`src/rtl/purifier_scan_if.sv`:
```
// purifier_scan_if: scan-enable, raw lines and filtered-level/event bundle of the glitch filter
interface purifier_scan_if #(parameter int CHANNELS = 8);
  localparam int IW = $clog2(CHANNELS);
  logic                en_i;
  logic [CHANNELS-1:0] in_i;
  logic [CHANNELS-1:0] out_o;
  logic                chg_stb_o;
  logic [IW-1:0]       chg_idx_o;
  logic                chg_val_o;
  logic [IW-1:0]       scan_idx_o;
  modport slave (input en_i, in_i, output out_o, chg_stb_o, chg_idx_o, chg_val_o, scan_idx_o);
  modport master (output en_i, in_i, input out_o, chg_stb_o, chg_idx_o, chg_val_o, scan_idx_o);
endinterface

```
`src/rtl/purifier_scan.sv`:
```
// purifier_scan: round-robin debouncer, one shared compare/count datapath over all channels
module purifier_scan #(
  parameter int CHANNELS  = 8,
  parameter int CNT_W     = 4,
  parameter int THRESH    = 4,
  parameter int PRESCALE  = 1,
  parameter bit RESET_VAL = 1'b1
) (
  input logic clk,
  input logic reset,
  purifier_scan_if.slave bus
);
  localparam int IW = $clog2(CHANNELS);
  localparam int PW = PRESCALE > 1 ? $clog2(PRESCALE) : 1;
  logic [CHANNELS-1:0] s1_q, s2_q, out_q, out_d;
  logic [CHANNELS-1:0][CNT_W-1:0] cnt_q;
  logic [CNT_W-1:0] cnt_d;
  logic [PW-1:0] pre_q, pre_d;
  logic [IW-1:0] ptr_q, ptr_d, idx_q, idx_d;
  logic stb_q, stb_d, val_q, val_d;
  logic tick, s, dis, hit;
  always_comb begin
    tick  = bus.en_i && pre_q == PW'(PRESCALE - 1);
    s     = s2_q[ptr_q];
    dis   = s != out_q[ptr_q];
    hit   = tick && dis && cnt_q[ptr_q] == CNT_W'(THRESH - 1);
    pre_d = !bus.en_i ? pre_q : tick ? '0 : pre_q + 1'b1;
    ptr_d = !tick ? ptr_q : ptr_q == IW'(CHANNELS - 1) ? '0 : ptr_q + 1'b1;
    // counts measure disagreement with out, so any agreeing visit or acceptance restarts them
    cnt_d = dis && !hit ? cnt_q[ptr_q] + 1'b1 : '0;
    out_d = out_q;
    if (hit) out_d[ptr_q] = s;
    stb_d = hit;
    idx_d = hit ? ptr_q : idx_q;
    val_d = hit ? s : val_q;
  end
  always_ff @(posedge clk or posedge reset) begin
    if (reset) begin
      s1_q  <= {CHANNELS{RESET_VAL}};
      s2_q  <= {CHANNELS{RESET_VAL}};
      out_q <= {CHANNELS{RESET_VAL}};
      cnt_q <= '0;
      pre_q <= '0;
      ptr_q <= '0;
      stb_q <= 1'b0;
      idx_q <= '0;
      val_q <= 1'b0;
    end else begin
      s1_q  <= bus.in_i;
      s2_q  <= s1_q;
      out_q <= out_d;
      if (tick) cnt_q[ptr_q] <= cnt_d;
      pre_q <= pre_d;
      ptr_q <= ptr_d;
      stb_q <= stb_d;
      idx_q <= idx_d;
      val_q <= val_d;
    end
  end
  assign bus.out_o      = out_q;
  assign bus.chg_stb_o  = stb_q;
  assign bus.chg_idx_o  = idx_q;
  assign bus.chg_val_o  = val_q;
  assign bus.scan_idx_o = ptr_q;
endmodule
```
`src/flat_wrapper.sv`:
```
// flat-port wrapper written by rule: the top's interface ports become plain ports
module purifier_scan_flat 
#(
  parameter int CHANNELS  = 8,
  parameter int CNT_W     = 4,
  parameter int THRESH    = 4,
  parameter int PRESCALE  = 1,
  parameter bit RESET_VAL = 1'b1
)
  (clk, reset, bus_en_i, bus_in_i, bus_out_o, bus_chg_stb_o, bus_chg_idx_o, bus_chg_val_o, bus_scan_idx_o);
  purifier_scan_if #(.CHANNELS(CHANNELS)) bus_i ();
  input logic clk;
  input logic reset;
  input wire logic [$bits(bus_i.en_i)-1:0] bus_en_i;
  input wire logic [$bits(bus_i.in_i)-1:0] bus_in_i;
  output wire logic [$bits(bus_i.out_o)-1:0] bus_out_o;
  output wire logic [$bits(bus_i.chg_stb_o)-1:0] bus_chg_stb_o;
  output wire logic [$bits(bus_i.chg_idx_o)-1:0] bus_chg_idx_o;
  output wire logic [$bits(bus_i.chg_val_o)-1:0] bus_chg_val_o;
  output wire logic [$bits(bus_i.scan_idx_o)-1:0] bus_scan_idx_o;
  assign bus_i.en_i = bus_en_i;
  assign bus_i.in_i = bus_in_i;
  assign bus_out_o = bus_i.out_o;
  assign bus_chg_stb_o = bus_i.chg_stb_o;
  assign bus_chg_idx_o = bus_i.chg_idx_o;
  assign bus_chg_val_o = bus_i.chg_val_o;
  assign bus_scan_idx_o = bus_i.scan_idx_o;
  purifier_scan #(.CHANNELS(CHANNELS), .CNT_W(CNT_W), .THRESH(THRESH), .PRESCALE(PRESCALE), .RESET_VAL(RESET_VAL)) u_core (.clk(clk), .reset(reset), .bus(bus_i));
endmodule
```
`config.mk`:
```
export PLATFORM = sky130hd
export DESIGN_NAME = purifier_scan_flat
export DESIGN_NICKNAME = d
export VERILOG_FILES = /design/src/rtl/purifier_scan_if.sv /design/src/rtl/purifier_scan.sv /design/src/flat_wrapper.sv
export SDC_FILE = /design/constraint.sdc
export NUM_CORES = 1
export LEC_CHECK = 0
export CORE_MARGIN = 3
export CORE_UTILIZATION = 34
export CTS_CLUSTER_SIZE = 28
export DETAILED_ROUTE_END_ITERATION = 10
export GPL_TIMING_DRIVEN = 1
export PLACE_DENSITY = 0.64
export SYNTH_ARGS = -nofsm -noshare
export SYNTH_HDL_FRONTEND = slang
export SYNTH_SLANG_ARGS = --single-unit
```
`constraint.sdc`:
```
create_clock -name clk -period 3.6 [get_ports clk]
set_clock_uncertainty 0.05 [all_clocks]
set_input_delay 0.54 -clock clk [delete_from_list [all_inputs] [get_ports clk]]
set_output_delay 0.54 -clock clk [all_outputs]
set_load 0.01 [all_outputs]
```
==> results.yml <==
logic_synthesis:
  synthArstFlopShare_pct: 100.0
  ys.flop_type: "dfrtp_1"
  synth_nets: 255
  ys_seq_area_share_pct: 55.07
  syn_inst: 241
  synth_warnings: 0
  yosysUniqueCellTypes: 49
  netlist.area_leader.share_pct: 34.11
  synth_area_leaders: "dfrtp_1 34%, dfstp_2 21%, mux2_2 9.7%"
  synth_edf_count: 0
  avgSynthCellArea_um2: 12.48
  yosys_register_bits: 65
  synthesis.area_um2: 3008
  yosysTopAreaCell: "dfrtp_1"
route:
  drcViolationCount: 0
  wl_per_cell_um: 16.28
  postRouteAntennaNets: 0
  drt_iter0_markers: 137
  vias: 1975
  via_per_inst: 5.170
  routed_wl_um: 6220
  dr.pass1.iters: 4
floorplan:
  ios: 27
  die_w_um: 100.1
  start_util_pct: 35.89
  rows: 33
  fp.coreArea_um2: 8382
  die_area_um2: 10010
  die_y_um: 100.1
setup_path:
  critPathKind: "reg2reg"
  critPathSlowestCell: "dfrtp_1"
  max_stage_delay_ns: 0.80
  startpoint_type: "flop"
  crit_family: "simple AND/OR/NAND/NOR gates"
  critical_path_buf_inv_count: 1
  cp-end-kind: "flop"
  critPathMaxFanout: 21
  arrival_ns: 3.27
  worstPathRequired_ns: 3.78
  regToRegSetupSlack_ns: 0.51
  path_cells: "mux4_2, mux2_2, ha_1, inv_1, nor3_1, and2_1, nand2_2, mux2_1"
sta:
  finalWorstSetupSlack_ns: 0.5100
  tightest_slew_ns: 0.7044
  maxSlewHeadroom_pct: 53.04
  timing.final.crit_share_pct: 85.83
  slew_viol_final: 0
  final.setup.tns_ns: 0
  finalSetupViolations: 0
  fmax_mhz: 323.6
  rsz0062_at_grt: "no"
  hold_viol: 0
  finalCriticalPeriod_ns: 3.090
clocking:
  cts_tree: "done"
  htreeDepth: 3
  cts_root_buf: "clkbuf_8"
  worstSkewPairLatency_ns: 0.35
  post_cts_buffers: 0
  clk_pin_slew_ns: 0.07
  hold_buffers: 0
  cts_buffers: 9
  cts.sinks: 65
  cts.path.max_buffers: 2
  cts-resized-gates: 0
job:
  drv_cap: 0
cells_and_area:
  num_antenna_cells: 0
  final_nets: 286
  multi_input_area_um2: 1270
  final_cell_area_um2: 3613
  n_fill_cell: 778
  drive_gt1_share_pct: 30.32
  regArea_um2: 1657
  area_growth_pct: 20.13
power_and_ir_drop:
  pwr_density_cell_nw_per_um2: 821.5
  ir_drop_mv: 0.2048
  p_leak_nw: 1.539
run_status:
  status: "complete, no violations"
place:
  place_ws_ns: 0.5420
  place_area_um2: 3386
  gp_congestion: 0.8428
  port_buffers: 26
  dp_hpwl_um: 4443
global_route:
  track_usage_pct: 13.70
  grt_max_degree: 42
  grt_pass1_vias: 2066
  grt_pass1_wl_um: 10580
  grt-ovfl-total: 0
  antenna_found_initial: 0
worst_hold_path:
  hp-class: "reg2reg"
## synth_stat cells (2+ instances only)
| master | count |
|---|---|
| a22o_1 | 6 |
| nor3_4 | 2 |
| mux2_1 | 3 |
| a31oi_1 | 2 |
| nor3_1 | 8 |
| nand2_1 | 26 |
| inv_1 | 7 |
| dfstp_2 | 24 |
| o21ai_1 | 8 |
| mux2_2 | 26 |
| o21ai_0 | 5 |
| nor2b_1 | 4 |
| nand3_1 | 8 |
| dfrtp_1 | 41 |
| nor4_1 | 2 |
| mux2i_1 | 10 |
| clkbuf_1 | 4 |
| o32ai_1 | 2 |
| buf_2 | 5 |
| ha_1 | 3 |
| mux4_2 | 6 |
| nor2_1 | 7 |
| nand2b_1 | 3 |
| and2_1 | 4 |
## layout by cell type (no fill, tap or decap), types with 2 or more instances in the layout
| master | Yosys | routed |
|---|---|---|
| dfrtp_1 | 41 | 41 |
| nand2_1 | 26 | 26 |
| mux2_2 | 26 | 26 |
| clkdlybuf4s50_1 | 0 | 26 |
| dfstp_2 | 24 | 24 |
| clkbuf_8 | 0 | 12 |
| mux2i_1 | 10 | 10 |
| nand3_1 | 8 | 8 |
| nor3_1 | 8 | 8 |
| o21ai_1 | 8 | 8 |
| nor2_1 | 7 | 7 |
| inv_1 | 7 | 6 |
| mux4_2 | 6 | 6 |
| a22o_1 | 6 | 6 |
| o21ai_0 | 5 | 5 |
| buf_4 | 1 | 5 |
| nor2b_1 | 4 | 4 |
| and2_1 | 4 | 4 |
| nand2b_1 | 3 | 3 |
| mux2_1 | 3 | 3 |
| ha_1 | 3 | 3 |
| a31oi_1 | 2 | 2 |
| nor4_1 | 2 | 2 |
| o32ai_1 | 2 | 2 |
| nor3_4 | 2 | 2 |
| clkbuf_1 | 4 | 2 |
## layout make-up
type | count | share of cell area, %
clock buffers | 15 | 5.471
repair buffers | 31 | 8.241
inverters | 8 | 0.8310
clock inverters | 1 | 0.8310
flip-flops and latches | 65 | 45.84
well taps | 105 | 3.636
multi-input cells | 157 | 35.15
## per-layer routing
layer	track usage, %	vias up	share of wire (%)
li1	-	942	-
met1	19.55	974	48
met2	19.50	45	45
met3	2.849	14	4.0
met4	7.358	0	2.6
met5	0	-	0
## power by group
group / leakage, nW / internal [mW] / switching [mW]
sequential: 0.795 / 0.971 / 0.175
combinational: 0.628 / 0.555 / 0.580
clock: 0.115 / 0.420 / 0.267
total: 1.54 / 1.95 / 1.02
## final timing paths
check	from	endpoint	cells past startpoint
worst min-delay path	u_core.s1_q[4]	u_core.s2_q[4]	0
worst max register to register	u_core.bus.scan_idx_o[2]	u_core.bus.chg_idx_o[2]	8
max in group asynchronous	reset	u_core.cnt_q[5]	3
min in group asynchronous	reset	u_core.bus.chg_idx_o[1]	2
worst max-delay path	u_core.bus.scan_idx_o[2]	u_core.bus.chg_idx_o[2]	8
worst min register to register	u_core.s1_q[4]	u_core.s2_q[4]	0
## through the flow
stage	util, %	hold WS, ns	power, mW	instances
2_1_floorplan	-	0.2952	1.943	241
3_3_place_gp	40.39	0.2958	2.277	366
3_5_place_dp	40.39	0.2984	2.300	366
4_1_cts	43.11	0.3074	2.997	382
5_1_grt	43.11	0.3089	3.167	382
6_report	43.11	0.3052	2.968	382
## kinds of logic (layout without fill, tap and decap cells)
kind of cell             Yosys count  in the layout  synth area share (%)
adder cells (fa/ha/maj)            3              3                 1.248
AO/OA/AOI/OAI                     35             35                 8.986
multiplexers                      45             45                 18.68
buffers and inverters             19             55                 2.704
AND/OR/NAND/NOR                   73             73                 13.02
flip-flops                        65             65                 55.07
XOR/XNOR                           1              1                0.2912
## flip-flops by register name (all words and copies together), names as in the netlist
signal,cells
u_core.s2_q,8
u_core.bus.chg_idx_o,3
u_core.pre_q,1
u_core.bus.chg_val_o,1
u_core.bus.out_o,8
u_core.bus.chg_stb_o,1
u_core.bus.scan_idx_o,3
u_core.s1_q,8
u_core.cnt_q,32
(Power assumes the default switching activity.)
